--- src/rtl/ulpi_defs.sv ---
// Shared ULPI register-access definitions: FSM states, TX CMD prefixes,
// bus idle value and well-known register addresses.
package ulpi_defs;

  typedef enum logic [2:0] {
    ST_IDLE       = 3'd0,
    ST_CMD        = 3'd1,
    ST_WDATA      = 3'd2,
    ST_STOP       = 3'd3,
    ST_RD_TURN    = 3'd4,
    ST_RD_DATA    = 3'd5,
    ST_RD_END     = 3'd6,
    ST_ABORT_WAIT = 3'd7
  } ulpi_state_e;

  typedef struct packed {
    logic       write;
    logic [5:0] addr;
    logic [7:0] wdata;
  } ulpi_req_t;

  localparam logic [1:0] TXCMD_REGW = 2'b10;
  localparam logic [1:0] TXCMD_REGR = 2'b11;

  localparam logic [7:0] ULPI_IDLE = 8'h00;

  localparam logic [5:0] VENDOR_ID_LOW  = 6'h00;
  localparam logic [5:0] VENDOR_ID_HIGH = 6'h01;

  function automatic logic [7:0] txcmd(
    input logic       write,
    input logic [5:0] addr
  );
    return {(write ? TXCMD_REGW : TXCMD_REGR), addr};
  endfunction

  // States in which the engine is waiting on the PHY and may stall.
  function automatic logic waits_on_phy(input ulpi_state_e s);
    return (s == ST_CMD) || (s == ST_WDATA) ||
           (s == ST_RD_TURN) || (s == ST_RD_END);
  endfunction

  function automatic logic link_owns_bus(input ulpi_state_e s);
    return (s == ST_IDLE) || (s == ST_CMD) ||
           (s == ST_WDATA) || (s == ST_STOP);
  endfunction

endpackage

--- src/rtl/ulpi_reg_timer.sv ---
// Progress watchdog: clears or loads on demand, counts while enabled,
// flags expiry on the last permitted cycle.
module ulpi_reg_timer #(
  parameter int unsigned LIMIT = 255
) (
  input  logic        clk,
  input  logic        reset,
  input  logic        clear,
  input  logic        en,
  input  logic        load,
  input  logic [15:0] load_val,
  output logic        expired
);

  localparam logic [15:0] LAST = 16'(LIMIT - 1);

  logic [15:0] cnt_q, cnt_d;

  always_comb begin
    cnt_d = cnt_q;
    if (clear) begin
      cnt_d = '0;
    end else if (load) begin
      cnt_d = load_val;
    end else if (en) begin
      cnt_d = cnt_q + 16'd1;
    end
  end

  always_ff @(posedge clk or posedge reset) begin
    if (reset) begin
      cnt_q <= '0;
    end else begin
      cnt_q <= cnt_d;
    end
  end

  assign expired = en & (cnt_q == LAST);

endmodule

--- src/rtl/ulpi_reg_access.sv ---
// ULPI link-side register read/write engine (TX CMD/NXT/DIR/STP).
// Define ULPI_RXCMD_CAPTURE_EN to latch RX CMD bytes from the PHY.
module ulpi_reg_access
  import ulpi_defs::*;
#(
  parameter int unsigned TIMEOUT_CYCLES = 255
) (
  input  logic       clk,
  input  logic       reset,
  input  logic       req_valid,
  output logic       req_ready,
  input  logic       req_write,
  input  logic [5:0] req_addr,
  input  logic [7:0] req_wdata,
  output logic       rsp_valid,
  output logic [7:0] rsp_rdata,
  output logic       rsp_error,
  input  logic       ulpi_dir,
  input  logic       ulpi_nxt,
  output logic       ulpi_stp,
  input  logic [7:0] ulpi_data_in,
  output logic [7:0] ulpi_data_out,
  output logic       ulpi_data_oe,
  output logic       rxcmd_valid,
  output logic [7:0] rxcmd_byte
);

  ulpi_state_e state_q, state_d;
  ulpi_req_t   req_q, req_d;
  logic        drive_q, drive_d;
  logic        rsp_valid_q, rsp_valid_d;
  logic        rsp_error_q, rsp_error_d;
  logic [7:0]  rdata_q, rdata_d;
  logic        req_fire;
  logic        tmo;
  logic        expired;
  logic        tmr_en;
  logic        tmr_clr;

  assign req_ready = (state_q == ST_IDLE) & ~reset;
  assign req_fire  = req_valid & req_ready;

  assign tmr_en  = waits_on_phy(state_q);
  assign tmr_clr = (state_d != state_q);

  ulpi_reg_timer #(
    .LIMIT(TIMEOUT_CYCLES)
  ) u_timer (
    .clk     (clk),
    .reset   (reset),
    .clear   (tmr_clr),
    .en      (tmr_en),
    .load    (1'b0),
    .load_val(16'h0000),
    .expired (expired)
  );

  always_ff @(posedge clk or posedge reset) begin
    if (reset) begin
      state_q     <= ST_IDLE;
      req_q       <= '0;
      drive_q     <= 1'b0;
      rsp_valid_q <= 1'b0;
      rsp_error_q <= 1'b0;
      rdata_q     <= 8'h00;
    end else begin
      state_q     <= state_d;
      req_q       <= req_d;
      drive_q     <= drive_d;
      rsp_valid_q <= rsp_valid_d;
      rsp_error_q <= rsp_error_d;
      rdata_q     <= rdata_d;
    end
  end

  // Handshake progress always wins over the watchdog in the same cycle.
  always_comb begin : next_state
    state_d = state_q;
    tmo     = 1'b0;
    unique case (state_q)
      ST_IDLE: begin
        if (req_fire) state_d = ST_CMD;
      end
      ST_CMD: begin
        if (ulpi_dir) begin
          state_d = ST_ABORT_WAIT;
        end else if (ulpi_nxt) begin
          state_d = req_q.write ? ST_WDATA : ST_RD_TURN;
        end else if (expired) begin
          tmo     = 1'b1;
          state_d = ST_IDLE;
        end
      end
      ST_WDATA: begin
        if (ulpi_nxt) begin
          state_d = ST_STOP;
        end else if (expired) begin
          tmo     = 1'b1;
          state_d = ST_STOP;
        end
      end
      ST_STOP: begin
        state_d = ST_IDLE;
      end
      ST_RD_TURN: begin
        if (ulpi_dir) begin
          state_d = ulpi_nxt ? ST_ABORT_WAIT : ST_RD_DATA;
        end else if (expired) begin
          tmo     = 1'b1;
          state_d = ST_IDLE;
        end
      end
      ST_RD_DATA: begin
        state_d = ST_RD_END;
      end
      ST_RD_END: begin
        if (!ulpi_dir) begin
          state_d = ST_IDLE;
        end else if (expired) begin
          tmo     = 1'b1;
          state_d = ST_IDLE;
        end
      end
      ST_ABORT_WAIT: begin
        if (!ulpi_dir) state_d = ST_CMD;
      end
      default: begin
        state_d = ST_IDLE;
      end
    endcase
  end

  always_comb begin : outputs
    ulpi_stp      = 1'b0;
    ulpi_data_out = ULPI_IDLE;
    unique case (state_q)
      ST_CMD:   ulpi_data_out = txcmd(req_q.write, req_q.addr);
      ST_WDATA: ulpi_data_out = req_q.wdata;
      ST_STOP:  ulpi_stp      = 1'b1;
      default:  ;
    endcase

    req_d = req_q;
    if (req_fire) begin
      req_d.write = req_write;
      req_d.addr  = req_addr;
      req_d.wdata = req_wdata;
    end

    drive_d = link_owns_bus(state_d);

    rsp_valid_d = tmo
      | ((state_q == ST_WDATA) && (state_d == ST_STOP))
      | ((state_q == ST_RD_END) && (state_d == ST_IDLE));
    rsp_error_d = tmo;

    rdata_d = (state_q == ST_RD_DATA) ? ulpi_data_in : rdata_q;
  end

  assign ulpi_data_oe = drive_q & ~ulpi_dir;
  assign rsp_valid    = rsp_valid_q;
  assign rsp_error    = rsp_error_q;
  assign rsp_rdata    = rdata_q;

`ifdef ULPI_RXCMD_CAPTURE_EN
  logic       dir_prev_q, dir_prev_d;
  logic       rxv_q, rxv_d;
  logic [7:0] rxb_q, rxb_d;

  // A DIR-high cycle that follows another DIR-high cycle carries an RX CMD
  // unless NXT marks data or the engine is taking its own read byte.
  always_comb begin
    dir_prev_d = ulpi_dir;
    rxv_d      = ulpi_dir & ~ulpi_nxt & dir_prev_q &
                 (state_q != ST_RD_DATA);
    rxb_d      = rxv_d ? ulpi_data_in : rxb_q;
  end

  always_ff @(posedge clk or posedge reset) begin
    if (reset) begin
      dir_prev_q <= 1'b0;
      rxv_q      <= 1'b0;
      rxb_q      <= 8'h00;
    end else begin
      dir_prev_q <= dir_prev_d;
      rxv_q      <= rxv_d;
      rxb_q      <= rxb_d;
    end
  end

  assign rxcmd_valid = rxv_q;
  assign rxcmd_byte  = rxb_q;
`else
  assign rxcmd_valid = 1'b0;
  assign rxcmd_byte  = 8'h00;
`endif

endmodule

--- config.mk ---
export PLATFORM = sky130hd
export DESIGN_NAME = ulpi_reg_access
export DESIGN_NICKNAME = d
export VERILOG_FILES = /design/src/rtl/ulpi_defs.sv /design/src/rtl/ulpi_reg_timer.sv /design/src/rtl/ulpi_reg_access.sv
export SDC_FILE = /design/constraint.sdc
export NUM_CORES = 1
export LEC_CHECK = 0
export ABC_AREA = 0
export ABC_CLOCK_PERIOD_IN_PS = 2700
export BUFFER_PORTS_ARGS = -buffer_cell sky130_fd_sc_hd__buf_2
export CAP_MARGIN = 25
export CORE_ASPECT_RATIO = 1.25
export CORE_MARGIN = 3
export CORE_UTILIZATION = 55
export DETAILED_ROUTE_END_ITERATION = 6
export PLACE_DENSITY_LB_ADDON = 0.12
export SLEW_MARGIN = 10
export SYNTH_ARGS = -nofsm -noshare
export SYNTH_HDL_FRONTEND = slang
export SYNTH_SLANG_ARGS = --single-unit
--- constraint.sdc ---
create_clock -name clk -period 2.7 [get_ports clk]
set_input_delay 0.27 -clock clk [delete_from_list [all_inputs] [get_ports clk]]
set_output_delay 0.27 -clock clk [all_outputs]
set_load 0.05 [all_outputs]
==> results of run 1 <==
[Yosys cell counts (3+ instances only)]
cell | number | area [um2]
sky130_fd_sc_hd__nand3_1 | 7 | 35.03
sky130_fd_sc_hd__nand2_1 | 14 | 52.55
sky130_fd_sc_hd__mux2_2 | 23 | 259.0
sky130_fd_sc_hd__xor2_1 | 12 | 105.1
sky130_fd_sc_hd__and3_1 | 4 | 25.02
sky130_fd_sc_hd__xnor2_1 | 3 | 26.28
sky130_fd_sc_hd__o21ai_0 | 3 | 15.01
sky130_fd_sc_hd__nor3_1 | 4 | 20.02
sky130_fd_sc_hd__nor2_1 | 33 | 123.9
sky130_fd_sc_hd__a22oi_1 | 8 | 60.06
sky130_fd_sc_hd__nor2b_1 | 3 | 18.77
sky130_fd_sc_hd__buf_4 | 10 | 75.07
sky130_fd_sc_hd__buf_6 | 3 | 33.78
sky130_fd_sc_hd__dfrtp_1 | 45 | 1126
sky130_fd_sc_hd__buf_2 | 4 | 20.02
sky130_fd_sc_hd__a21oi_1 | 9 | 45.04
sky130_fd_sc_hd__inv_1 | 7 | 26.28
sky130_fd_sc_hd__nand4_1 | 5 | 31.28
[routing by layer]
metal / part of all wire [%] / GRT usage [%] / vias up / routed length, um
met2: 49 / 31.10 / 48 / 2274
li1: - / - / 875 / -
met3: 5.7 / 4.615 / 8 / 264
met5: 0 / 0 / - / 0
met4: 1.5 / 6.846 / 0 / 71
met1: 43 / 24.86 / 890 / 2004
[path summary, 6_finish.rpt]
kind / depth (start not counted) / slack, ps / to / from
setup / recovery: 5 / 460 / ulpi_data_out[6] / state_q[0]$_DFF_PP0_
hold / removal: 3 / 140 / state_q[0]$_DFF_PP0_ / reset
setup reg to reg: 5 / 530 / u_timer.cnt_q[13]$_DFFE_PP0P_ / state_q[1]$_DFF_PP0_
hold reg to reg: 1 / 510 / req_q[5]$_DFFE_PP0P_ / req_q[5]$_DFFE_PP0P_
max in group asynchronous: 3 / 2170 / u_timer.cnt_q[9]$_DFFE_PP0P_ / reset
min in group clk: 2 / 210 / rsp_rdata[7]$_DFFE_PP0P_ / ulpi_data_in[7]
[area by class of cell]
| class | instances | area, um2 |
|---|---|---|
| multi-input combinational | 167 | 1157 |
| timing repair buffer | 51 | 262.8 |
| sequential | 45 | 1126 |
| inverter | 7 | 26.28 |
| tap | 56 | 70.07 |
| fill | 389 | 1435 |
| clock buffer | 7 | 86.33 |
[cells in the final DEF, fill, tap and decap left out, types with 5 or more instances in the layout]
cell type                  Yosys  routed
sky130_fd_sc_hd__inv_1         7       6
sky130_fd_sc_hd__nor2_1       33      33
sky130_fd_sc_hd__a22oi_1       8       8
sky130_fd_sc_hd__nand2_1      14      14
sky130_fd_sc_hd__conb_1        1       9
sky130_fd_sc_hd__clkbuf_8      0       6
sky130_fd_sc_hd__xor2_1       12      12
sky130_fd_sc_hd__dfrtp_1      45      45
sky130_fd_sc_hd__buf_2         4      48
sky130_fd_sc_hd__nand3_1       7       7
sky130_fd_sc_hd__mux2_2       23      23
sky130_fd_sc_hd__nand4_1       5       5
sky130_fd_sc_hd__a21oi_1       9       9
[kinds of logic after synthesis]
group,Yosys count
other,1
muxes,23
adders and majority gates,2
xor gates and xnor gates,15
AOI/OAI and AO/OA,36
buffers and inverters,27
DFF,45
and+or+nand+nor,82
[critical path, stage by stage (launching register included)]
cell	delay [ps]
sky130_fd_sc_hd__dfrtp_1	720
sky130_fd_sc_hd__inv_1	240
sky130_fd_sc_hd__nor3_1	290
sky130_fd_sc_hd__a21oi_1	70
sky130_fd_sc_hd__nor2_1	90
sky130_fd_sc_hd__buf_2	280
[report_power, final]
group / internal [mW] / switching (mW)
sequential: 0.892 / 0.230
clock: 0.203 / 0.200
combinational: 0.542 / 1.06
[registers in the layout, summed over array words and instances, names as in the netlist]
register,count
state_q,3
drive_q,1
rsp_rdata,8
rsp_valid,1
req_q,15
u_timer.cnt_q,16
rsp_error,1
==> metrics.sh, run 1 <==
FINISH.UTILIZATION_PCT=65.53
SYNTH.YOSYS.SEQ_AREA_SHARE_PCT=46.54
DIE_WIDTH_UM=65.33
ANTENNA_FOUND_INITIAL=0
YOSYS_WARNINGS=0
HOLD-WORST-SLACK_PS=140.2
GRT_SETUP_UNREPAIRED='no'
STARTPOINT_TYPE='flop'
WORST_MIN_PATH_CLASS='in2async'
DR_TOTAL_VIAS=1821
TIMING.CLOCK.SKEW_PS=3.181
GRT.TOTAL_USAGE_PCT=19.17
NUMBER_OF_CLOCK_SINKS=45
TRITONCTS.NUM_BUFFERS=5
STATUS='finished, final reports clean'
DOMINANT_COMBINATIONAL_CELL_FAMILY_BY_AREA_AFTER_SYNTHESIS='simple AND/OR/NAND/NOR gates'
LAYOUT.CELLS.NON_FILLER=333
DIE_HEIGHT_UM=80.16
SYNTH_AREA_PER_CELL_UM2=10.48
WORST-SETUP-PATH-TYPE='reg2out'
WORSTMARGINPINSLEW_PS=886.0
YOSYS_REG_BITS=45
FINALWEIGHTEDCONGESTION=0.8542
SYNTH-ADDER-AREA-SHARE_PCT=1.034
ASYNCSETRESETFLOPFRACSYNTH_PCT=100.0
LARGEST_NET_DEGREE_AT_THE_START_OF_GLOBAL_ROUTING=46
ROW_COUNT=26
MIN_PERIOD_OVER_PERIOD_PCT=82.98
POWERDENSITY_nW_PER_UM2=1144
DETAIL_ROUTE.FIRST_PASS.ITERATIONS=4
SYNTH_COMPOUND_GATE_AREA_SHARE_PCT=10.91
PLACEDINSTANCEAREA_UM2=2643
SYNTH_MUX_AREA_SHARE_PCT=10.70
ANT_NETS=0
SETUP-VIOLATIONS-FINAL=0
CTS_TREE='built'
GRT_OVERFLOW_TOTAL=0
EFFECTIVE_UTILIZATION_AT_FLOORPLAN_PCT=58.11
POWER.TOTAL_mW=3.123
CLOCK.FMAX_GHz=0.4463
WORST_SLEW_SLACK_AS_A_FRACTION_OF_ITS_LIMIT_PCT=40.93
STDCELL_AREA_UM2=2729
CLKLATENCYLATEPIN_PS=290
SYNTH-XOR-AREA-SHARE_PCT=5.429
TIMING.SETUP.TNS_PS=0
LAYOUT-DRIVE-GT1-SHARE_PCT=32.49
CLK_PIN_SLEW_PS=70
CTSHTREEMAXLEVEL=2
SIMPLE_GATE_PORTION_OF_THE_SYNTHESIZED_AREA_PCT=18.36
TIMING.MAX_CAP.VIOLATIONS=0
TIMING.CRITICAL_PATH.TO_TYPE='output pin'
POST_CTS.REPAIR.SETUP_BUFFERS=0
SYNTH_AREA_UM2=2420
DETAIL_ROUTE.DRC_VIOLATIONS=0
NUMBER_OF_ENABLE_TYPE_REGISTER_CELLS_IN_THE_SYNTHESIZED_NETLIST=0
GRT_FIRST_PASS_WIRELENGTH_UM=7852
WORSTPATHMAXFANOUT=17
SYNTH.LIB_CELLS_USED.DISTINCT=44
DRT-INITIAL-DRC-COUNT=126
CTSLONGESTPATHBUFFERS=2
FINAL-HOLD-VIOLATION-COUNT=0
ROUTED_WIRE_LENGTH_PER_INSTANCE_UM=13.86
POSTROUTEWIRELENGTH_UM=4615
PREVAILING_POST_SYNTH_REGISTER_CELL='sky130_fd_sc_hd__dfrtp_1'
ANTENNA_CELLS_INSERTED=0
SYN-INSTANCE-COUNT=231
P_LEAK_nW=1.274
ROUTE.DETAILED.VIAS_PER_INST=5.468
IO_BUFFERS=48
NNETSFINAL=307
CLOCK_ROOT_BUFFER_MASTER='sky130_fd_sc_hd__clkbuf_8'
DRV_SLEW=0
IOPINCOUNT=58
IR_DROP_mV=0.8112
PLACED_CELLS=326
DIEAREA_UM2=5236
DATA_REQUIRED_TIME_OF_THE_CRITICAL_PATH_PS=2430
LAYOUT_SETUP_WS_PS=459.4
DETAILEDPLACEMENTHPWL_UM=3272
VIAS_IN_THE_FIRST_GLOBAL_ROUTE=1771
PLACE_WS_PS=568.1
PLACEABLE_CORE_REGION_UM2=4164
CTS-RESIZED-GATES=0
HOLDBUFCOUNTCTS=0
SYNTHTOLAYOUTAREAGROWTH_PCT=12.77
FINALWORSTPATHREQUIREDPERIOD_PS=2241
TIMING.CRITICAL_PATH.ARRIVAL_PS=1970
Note: power is estimated with default switching activity, not from simulation.
==> run 2: changes to the inputs <==
--- a/config.mk
+++ b/config.mk
@@ -6,12 +6,12 @@
 export NUM_CORES = 1
 export LEC_CHECK = 0
 export ABC_AREA = 0
-export ABC_CLOCK_PERIOD_IN_PS = 2700
+export ABC_CLOCK_PERIOD_IN_PS = 2100
 export BUFFER_PORTS_ARGS = -buffer_cell sky130_fd_sc_hd__buf_2
 export CAP_MARGIN = 25
 export CORE_ASPECT_RATIO = 1.25
 export CORE_MARGIN = 3
-export CORE_UTILIZATION = 55
+export CORE_UTILIZATION = 53
 export DETAILED_ROUTE_END_ITERATION = 6
 export PLACE_DENSITY_LB_ADDON = 0.12
 export SLEW_MARGIN = 10
==> constraint.sdc (replaced) <==
create_clock -name clk -period 2.1 [get_ports clk]
set_input_delay 0.21 -clock clk [delete_from_list [all_inputs] [get_ports clk]]
set_output_delay 0.21 -clock clk [all_outputs]
set_load 0.05 [all_outputs]
==> run 2 against run 1 <==
Power rose by 34%. Setup slack worse by 340 ps. Sequential power increased by 20%. Design area grew 3.0%. Clock skew up 4.3 ps. Wire length is 5.9% higher. Cell count increased by 2.7%. Clock power rose by 30%. First-iteration DRC count grew 16%. Critical path type unchanged. Critical endpoint unchanged. Largest cell class unchanged.
==> metrics.sh, run 2 (synthesized netlist as in run 1, its figures left out) <==
P_LEAK_nW=1.313  # was 1.274 nW
STDCELL_AREA_UM2=2811  # was 2729 um2
PLACEDINSTANCEAREA_UM2=2711  # was 2643 um2
LARGEST_REGISTER='u_timer.cnt_q'  # unchanged
ROUTE.DETAILED.VIAS_PER_INST=5.377  # was 5.468
CTS-RESIZED-GATES=0  # unchanged
DATA_REQUIRED_TIME_OF_THE_CRITICAL_PATH_PS=1890  # was 2430 ps
GRT.TOTAL_USAGE_PCT=19.62  # was 19.17%
IR_DROP_mV=0.9004  # was 0.8112 mV
CTSHTREEMAXLEVEL=2  # unchanged
NNETSFINAL=315  # was 307
WORSTMARGINPINSLEW_PS=557.5  # was 886.0 ps
TIMING.CLOCK.SKEW_PS=7.529  # was 3.181 ps
VIAS_IN_THE_FIRST_GLOBAL_ROUTE=1722  # was 1771
POST_CTS.REPAIR.SETUP_BUFFERS=0  # unchanged
GRT_OVERFLOW_TOTAL=0  # unchanged
PLACED_CELLS=334  # was 326
DIEAREA_UM2=5417  # was 5236 um2
WORST_SLEW_SLACK_AS_A_FRACTION_OF_ITS_LIMIT_PCT=62.83  # was 40.93%
POSTROUTEWIRELENGTH_UM=4886  # was 4615 um
CLK_PIN_SLEW_PS=80  # was 70 ps
FINALWEIGHTEDCONGESTION=0.8964  # was 0.8542
DRV_SLEW=0  # unchanged
CTS_TREE='built'  # unchanged
TIMING.SETUP.TNS_PS=0  # unchanged
POWERDENSITY_nW_PER_UM2=1491  # was 1144 nW/um2
LAYOUT-DRIVE-GT1-SHARE_PCT=36.01  # was 32.49%
WORST-SETUP-PATH-TYPE='reg2out'  # unchanged
PLACEABLE_CORE_REGION_UM2=4229  # was 4164 um2
TIMING.CRITICAL_PATH.ARRIVAL_PS=1770  # was 1970 ps
WORST_FLOP_TO_FLOP_PATH_STARTPOINT='state_q[0]$_DFF_PP0_'  # was state_q[1]$_DFF_PP0_
ANT_NETS=0  # unchanged
STARTPOINT_TYPE='flop'  # unchanged
LARGEST_NET_DEGREE_AT_THE_START_OF_GLOBAL_ROUTING=46  # unchanged
MOSTFREQUENTLAYOUTCELLS='sky130_fd_sc_hd__buf_2, sky130_fd_sc_hd__dfrtp_1, sky130_fd_sc_hd__nor2_1'  # unchanged
STATUS='finished, final reports clean'  # unchanged
DETAILEDPLACEMENTHPWL_UM=3604  # was 3272 um
SETUP-VIOLATIONS-FINAL=0  # unchanged
CTSLONGESTPATHBUFFERS=2  # unchanged
LAYOUT.CELLS.NON_FILLER=342  # was 333
HOLD-WORST-SLACK_PS=88.17  # was 140.2 ps
DETAIL_ROUTE.DRC_VIOLATIONS=0  # unchanged
CLOCK_ROOT_BUFFER_MASTER='sky130_fd_sc_hd__clkbuf_8'  # unchanged
DIE_HEIGHT_UM=81.55  # was 80.16 um
LAYOUT_COMMONEST_CELL='sky130_fd_sc_hd__buf_2'  # unchanged
MIN_PERIOD_OVER_PERIOD_PCT=94.31
DRT-INITIAL-DRC-COUNT=146  # was 126
GRT_FIRST_PASS_WIRELENGTH_UM=8052  # was 7852 um
DIE_WIDTH_UM=66.44  # was 65.33 um
EFFECTIVE_UTILIZATION_AT_FLOORPLAN_PCT=57.22  # was 58.11%
CLOCK.FMAX_GHz=0.5049
ROUTED_WIRE_LENGTH_PER_INSTANCE_UM=14.29  # was 13.86 um
WORSTPATHMAXFANOUT=12  # was 17
GRT_SETUP_UNREPAIRED='no'  # unchanged
TRITONCTS.NUM_BUFFERS=5  # unchanged
IO_BUFFERS=48  # unchanged
POWER.TOTAL_mW=4.191  # was 3.123 mW
DETAIL_ROUTE.FIRST_PASS.ITERATIONS=4  # unchanged
IOPINCOUNT=58  # unchanged
HOLDBUFCOUNTCTS=0  # unchanged
STARTPOINT='state_q[0]$_DFF_PP0_'  # unchanged
FINAL-HOLD-VIOLATION-COUNT=0  # unchanged
DR_TOTAL_VIAS=1839  # was 1821
TIMING.CRITICAL_PATH.TO_TYPE='output pin'  # unchanged
CLKLATENCYLATEPIN_PS=300  # was 290 ps
FINALWORSTPATHREQUIREDPERIOD_PS=1980
FF2FF_SETUP_SLACK_PS=230  # was 530 ps
ANTENNA_FOUND_INITIAL=0  # unchanged
WORST_MIN_PATH_CLASS='in2async'  # unchanged
SYNTHTOLAYOUTAREAGROWTH_PCT=16.18  # was 12.77%
ROW_COUNT=26  # unchanged
LARGEST_REGISTER_FFS=16  # unchanged
NUMBER_OF_CLOCK_SINKS=45  # unchanged
TIMING.MAX_CAP.VIOLATIONS=0  # unchanged
ANTENNA_CELLS_INSERTED=0  # unchanged
-- run 2: cell types whose count changed in the layout (fill, tap and decap cells not counted), sizes merged --
cell,change
clkbuf,-1
clkinv,-1
inv,+1
clkinvlp,+2
buf,+8
-- run 2: critical path, stage by stage (launching register included) --
cell and delay (ps):
sky130_fd_sc_hd__dfrtp_1 420, sky130_fd_sc_hd__buf_4 230, sky130_fd_sc_hd__inv_1 140, sky130_fd_sc_hd__nor3_1 260, sky130_fd_sc_hd__a21oi_1 70, sky130_fd_sc_hd__nor2_1 80
sky130_fd_sc_hd__buf_2 260
-- run 2: routing by layer --
layer / global-route usage [%] / up-vias / wire length (um)
li1: - / 897 / -
met1: 24.60 / 888 / 1978
met2: 32.37 / 48 / 2631
met3: 4.651 / 6 / 203
met4: 8.130 / 0 / 73
met5: 0 / - / 0
-- run 2: final cells by class --
type / count / area (um2)
clock buffer: 6 / 72.57
clock inverter: 2 / 15.01
fill: 344 / 1418
inverter: 7 / 26.28
multi-input combinational: 167 / 1174
sequential: 45 / 1127
tap: 56 / 70.07
timing repair buffer: 59 / 326.6
-- run 2: worst paths after layout --
kind                                            endpoint  depth (start not counted)
min reg2reg                     rsp_rdata[1]$_DFFE_PP0P_                          1
max                                     ulpi_data_out[6]                          6
min                         u_timer.cnt_q[2]$_DFFE_PP0P_                          3
max reg2reg                u_timer.cnt_q[15]$_DFFE_PP0P_                          6
max in group asynchronous           state_q[1]$_DFF_PP0_                          3
min in group clk                rsp_rdata[2]$_DFFE_PP0P_                          2
-- run 2: per-stage QoR --
step,setup WS (ps),util (%)
final,119.5,66.48
after global routing,1.253,66.48
after CTS,98.68,66.18
after detailed placement,111.7,64.11
after global placement,231.9,64.11
after floorplan,35.19,-
-- run 2: report_power, final --
group,switching [mW],internal [mW],leakage [nW]
logic,1.50,0.821,0.706
registers,0.191,1.15,0.570
clock network,0.291,0.234,0.0374
total,1.99,2.21,1.31
==> run 3: changes to the inputs <==
--- a/config.mk
+++ b/config.mk
@@ -5,15 +5,16 @@
 export SDC_FILE = /design/constraint.sdc
 export NUM_CORES = 1
 export LEC_CHECK = 0
-export ABC_AREA = 0
+export ABC_AREA = 1
 export ABC_CLOCK_PERIOD_IN_PS = 2100
 export BUFFER_PORTS_ARGS = -buffer_cell sky130_fd_sc_hd__buf_2
 export CAP_MARGIN = 25
 export CORE_ASPECT_RATIO = 1.25
 export CORE_MARGIN = 3
-export CORE_UTILIZATION = 53
+export CORE_UTILIZATION = 54
 export DETAILED_ROUTE_END_ITERATION = 6
 export PLACE_DENSITY_LB_ADDON = 0.12
+export REMOVE_ABC_BUFFERS = 1
 export SLEW_MARGIN = 10
 export SYNTH_ARGS = -nofsm -noshare
 export SYNTH_HDL_FRONTEND = slang
==> run 3 against run 2 <==
Critical path depth increased by 4. Non-clock buffer count unchanged. Design area grew 6.7%. Maximum frequency increased by 0.86%. Count of clock-buffer cells in the layout did not move. Via count up 0.49%. Sequential cell count is the same. Largest cell class unchanged. Cell count is 10% higher. Highest routed layer unchanged. Setup slack gained 17 ps. Largest power group unchanged. Critical endpoint is now u_timer.cnt_q[15]$_DFFE_PP0P_.
==> metrics.sh, run 3 <==
INTERNAL_POWER_mW=2.409  # was 2.206 mW
MIN_PERIOD_OVER_PERIOD_PCT=93.50  # was 94.31%
WL_MET2_UM=2652  # was 2631 um
POWER_FRAC_CLOCK_PCT=14.9  # was 12.5%
LAYOUT-DRIVE-GT1-SHARE_PCT=39.18  # was 36.01%
TIMING.CRITICAL_PATH.TO_TYPE='flop'  # was output pin
DETAILEDPLACEMENTHPWL_UM=3925  # was 3604 um
ROW_COUNT=27  # was 26
CLOCK_ROOT_BUFFER_MASTER='sky130_fd_sc_hd__clkbuf_8'  # unchanged
SWITCHING_SHARE_PCT=47.70  # was 47.36%
DRV_SLEW=0  # unchanged
SYNTH.YOSYS.SEQ_AREA_SHARE_PCT=44.75  # was 46.54%
YOSYSTOPAREACELLSHARE_PCT=44.75  # was 46.54%
NUMBER_OF_ENABLE_TYPE_REGISTER_CELLS_IN_THE_SYNTHESIZED_NETLIST=0  # unchanged
FINISH.UTILIZATION_PCT=67.28  # was 66.48%
MAXUSEDROUTINGLAYER='met4'  # unchanged
IR_DROP_mV=1.009  # was 0.9004 mV
GRT_FIRST_PASS_WIRELENGTH_UM=8542  # was 8052 um
FINAL-HOLD-VIOLATION-COUNT=0  # unchanged
MET3WIRELENGTH_UM=210  # was 203 um
TIMING.CLOCK.SKEW_PS=5.194  # was 7.529 ps
WORST-SETUP-PATH-TYPE='reg2reg'  # was reg2out
GRT_SETUP_UNREPAIRED='yes'  # was no
LAYOUT_SETUP_WS_PS=136.4  # was 119.5 ps
EFFECTIVE_UTILIZATION_AT_FLOORPLAN_PCT=56.43  # was 57.22%
ANTENNA_CELLS_INSERTED=0  # unchanged
WORSTPATHMAXFANOUT=9  # was 12
PLACEABLE_CORE_REGION_UM2=4459  # was 4229 um2
SEQPWRFRAC_PCT=29.5  # was 32.0%
WORST_MIN_PATH_CLASS='in2reg'  # was in2async
STARTPOINT_TYPE='flop'  # unchanged
CTS_TREE='built'  # unchanged
CLOCK.FMAX_GHz=0.5093  # was 0.5049 GHz
NUMBER_OF_CLOCK_SINKS=45  # unchanged
FINALWORSTPATHREQUIREDPERIOD_PS=1964  # was 1980 ps
YOSYS_WARNINGS=0  # unchanged
ANT_NETS=0  # unchanged
ROUTE.DETAILED.VIAS_PER_INST=4.902  # was 5.377
LARGEST_NET_DEGREE_AT_THE_START_OF_GLOBAL_ROUTING=27  # was 46
POST_CTS.REPAIR.SETUP_BUFFERS=0  # unchanged
NNETSFINAL=348  # was 315
TIMING.MAX_CAP.VIOLATIONS=0  # unchanged
IO_BUFFERS=48  # unchanged
SYNTH_AREA_UM2=2516  # was 2420 um2
WORSTMARGINPINSLEW_PS=786.2  # was 557.5 ps
POST-SYNTH-TOP-COUNT-CELL='sky130_fd_sc_hd__dfrtp_1'  # unchanged
FINALWEIGHTEDCONGESTION=0.8684  # was 0.8964
N_FILL_CELL=367  # was 344
ROUTED_WIRE_LENGTH_PER_INSTANCE_UM=13.56  # was 14.29 um
SYNTH.LIB_CELLS_USED.DISTINCT=33  # was 44
VIAS_IN_THE_FIRST_GLOBAL_ROUTE=1900  # was 1722
DIE_HEIGHT_UM=82.32  # was 81.55 um
CTSHTREEMAXLEVEL=2  # unchanged
STATUS='finished, final reports clean'  # unchanged
CLK_PIN_SLEW_PS=90  # was 80 ps
DATA_REQUIRED_TIME_OF_THE_CRITICAL_PATH_PS=2300  # was 1890 ps
LARGEST_REGISTER='u_timer.cnt_q'  # unchanged
POSTROUTEWIRELENGTH_UM=5111  # was 4886 um
DETAIL_ROUTE.DRC_VIOLATIONS=0  # unchanged
PREVAILING_POST_SYNTH_REGISTER_CELL='sky130_fd_sc_hd__dfrtp_1'  # unchanged
LARGEST_REGISTER_FFS=16  # unchanged
GRT_OVERFLOW_TOTAL=0  # unchanged
TRITONCTS.NUM_BUFFERS=5  # unchanged
SETUP-VIOLATIONS-FINAL=0  # unchanged
CLKLATENCYLATEPIN_PS=300  # about the same
SYNTH_AREA_PER_CELL_UM2=9.678  # was 10.48 um2
ASYNCSETRESETFLOPFRACSYNTH_PCT=100.0  # unchanged
MOSTFREQUENTLAYOUTCELLS='sky130_fd_sc_hd__buf_2, sky130_fd_sc_hd__dfrtp_1, sky130_fd_sc_hd__nand2_1'  # was sky130_fd_sc_hd__buf_2, sky130_fd_sc_hd__dfrtp_1, sky130_fd_sc_hd__nor2_1
P_LEAK_nW=1.441  # was 1.313 nW
GRT.TOTAL_USAGE_PCT=20.70  # was 19.62%
DIEAREA_UM2=5520  # was 5417 um2
DIE_WIDTH_UM=67.06  # was 66.44 um
DRT-INITIAL-DRC-COUNT=106  # was 146
CTSLONGESTPATHBUFFERS=2  # unchanged
LAYOUT_COMMONEST_CELL='sky130_fd_sc_hd__buf_2'  # unchanged
POWERDENSITY_nW_PER_UM2=1535  # was 1491 nW/um2
SYNTHTOLAYOUTAREAGROWTH_PCT=19.24  # was 16.18%
YOSYS_REG_BITS=45  # unchanged
DETAIL_ROUTE.FIRST_PASS.ITERATIONS=4  # unchanged
WORST_SLEW_SLACK_AS_A_FRACTION_OF_ITS_LIMIT_PCT=47.26  # was 62.83%
PLACE_WS_PS=-1.303  # was 111.7 ps
POWER.SHARE.COMBINATIONAL_PCT=55.6  # was 55.5%
SYNTH_AREA_LEADERS='sky130_fd_sc_hd__dfrtp_1, sky130_fd_sc_hd__mux2_2, sky130_fd_sc_hd__nand2_1, sky130_fd_sc_hd__nor2_4, sky130_fd_sc_hd__nor2_1'  # was sky130_fd_sc_hd__dfrtp_1, sky130_fd_sc_hd__mux2_2, sky130_fd_sc_hd__nor2_1, sky130_fd_sc_hd__xor2_1, sky130_fd_sc_hd__buf_4
TIMING.CRITICAL_PATH.ARRIVAL_PS=2170  # was 1770 ps
SYNTH_LARGEST_AREA_CELL='sky130_fd_sc_hd__dfrtp_1'  # unchanged
MOST_FREQUENT_CELLS_AFTER_SYNTHESIS='sky130_fd_sc_hd__dfrtp_1, sky130_fd_sc_hd__nand2_1, sky130_fd_sc_hd__nor2_1'  # was sky130_fd_sc_hd__dfrtp_1, sky130_fd_sc_hd__nor2_1, sky130_fd_sc_hd__mux2_2
SYN-INSTANCE-COUNT=260  # was 231
DR_TOTAL_VIAS=1848  # was 1839
WIRELENGTH_MET1_UM=2146  # was 1978 um
ANTENNA_FOUND_INITIAL=0  # unchanged
SWITCHING_POWER_TOTAL_mW=2.197  # was 1.985 mW
IOPINCOUNT=58  # unchanged
run 3: kinds of logic after synthesis:
kind of cell / after synthesis / synth area share (%)
simple gates: 115 / 25.01
compound gates: 21 / 5.420
other cells: 1 / 0.1490
mux: 22 / 9.846
buf+inv: 40 / 8.951
flops: 45 / 44.75
fa+ha+maj: 2 / 0.9944
xor+xnor: 14 / 4.873
run 3: power groups by stage:
stage	sequential [mW]	clock [mW]	combinational (mW)
after floorplan	1.64	0	1.55
after global placement	1.36	0	2.56
after detailed placement	1.37	0	2.57
after CTS	1.35	0.700	2.57
after global routing	1.39	0.727	2.78
final	1.36	0.686	2.56
run 3: layout make-up:
| type | count | area, um2 | share of cell area [%] |
|---|---|---|---|
| Multi-Input combinational cell | 183 | 1215 | 40.49 |
| Sequential cell | 45 | 1130 | 37.66 |
| Timing Repair Buffer | 59 | 365.4 | 12.18 |
| Inverter | 24 | 97.59 | 3.253 |
| Clock buffer | 6 | 82.58 | 2.752 |
| Tap cell | 58 | 72.57 | 2.419 |
| Clock inverter | 2 | 37.54 | 1.251 |
run 3: path summary, 6_finish.rpt:
path                                          start                       endpoint  slack, ps  cells after the start
setup / recovery               state_q[2]$_DFF_PP0_  u_timer.cnt_q[15]$_DFFE_PP0P_        140                     10
hold / removal                      ulpi_data_in[1]       rsp_rdata[1]$_DFFE_PP0P_        130                      2
setup reg to reg               state_q[2]$_DFF_PP0_  u_timer.cnt_q[15]$_DFFE_PP0P_        140                     10
hold reg to reg            rsp_rdata[4]$_DFFE_PP0P_       rsp_rdata[4]$_DFFE_PP0P_        500                      1
max in group asynchronous                     reset           state_q[2]$_DFF_PP0_       1030                      4
min in group asynchronous                     reset  u_timer.cnt_q[15]$_DFFE_PP0P_        520                      3
run 3: worst max-delay path, stage by stage, from the launching register on:
cell and delay, ps:
sky130_fd_sc_hd__dfrtp_2 490, sky130_fd_sc_hd__inv_1 140, sky130_fd_sc_hd__nand3_4 100, sky130_fd_sc_hd__nand2_4 160
sky130_fd_sc_hd__nand2_1 110, sky130_fd_sc_hd__nor2_2 130, sky130_fd_sc_hd__nand3_1 130, sky130_fd_sc_hd__nor2_2 160
sky130_fd_sc_hd__nand4_1 160, sky130_fd_sc_hd__xor2_2 240, sky130_fd_sc_hd__nor2_4 50
run 3: through the flow:
| step | setup TNS (ps) | total power [mW] | cell area, um2 | std cells | hold WS [ps] |
|---|---|---|---|---|---|
| 4_1_cts | 0 | 4.625 | 2983 | 377 | 128.1 |
| 2_1_floorplan | -720.4 | 3.190 | 2419 | 252 | 360.6 |
| 3_3_place_gp | 0 | 3.912 | 2844 | 368 | 331.1 |
| 6_report | 0 | 4.606 | 3000 | 377 | 133.9 |
| 3_5_place_dp | -1.303 | 3.934 | 2844 | 368 | 320.6 |
| 5_1_grt | -22.42 | 4.905 | 3000 | 377 | 133.0 |
run 3: per-layer routing:
metal  vias up  global-route usage, %
met2        49                  36.48
met4         0                  8.114
met1       855                  24.22
li1        937                      -
met3         7                  4.601
met5         -                      0
run 3: timing repair:
item,in CTS,in global routing
hold endpoints to repair,19,0
pin swaps,0,1
setup endpoints to repair,1,12
hold buffers,1,0
resized for setup,2,8
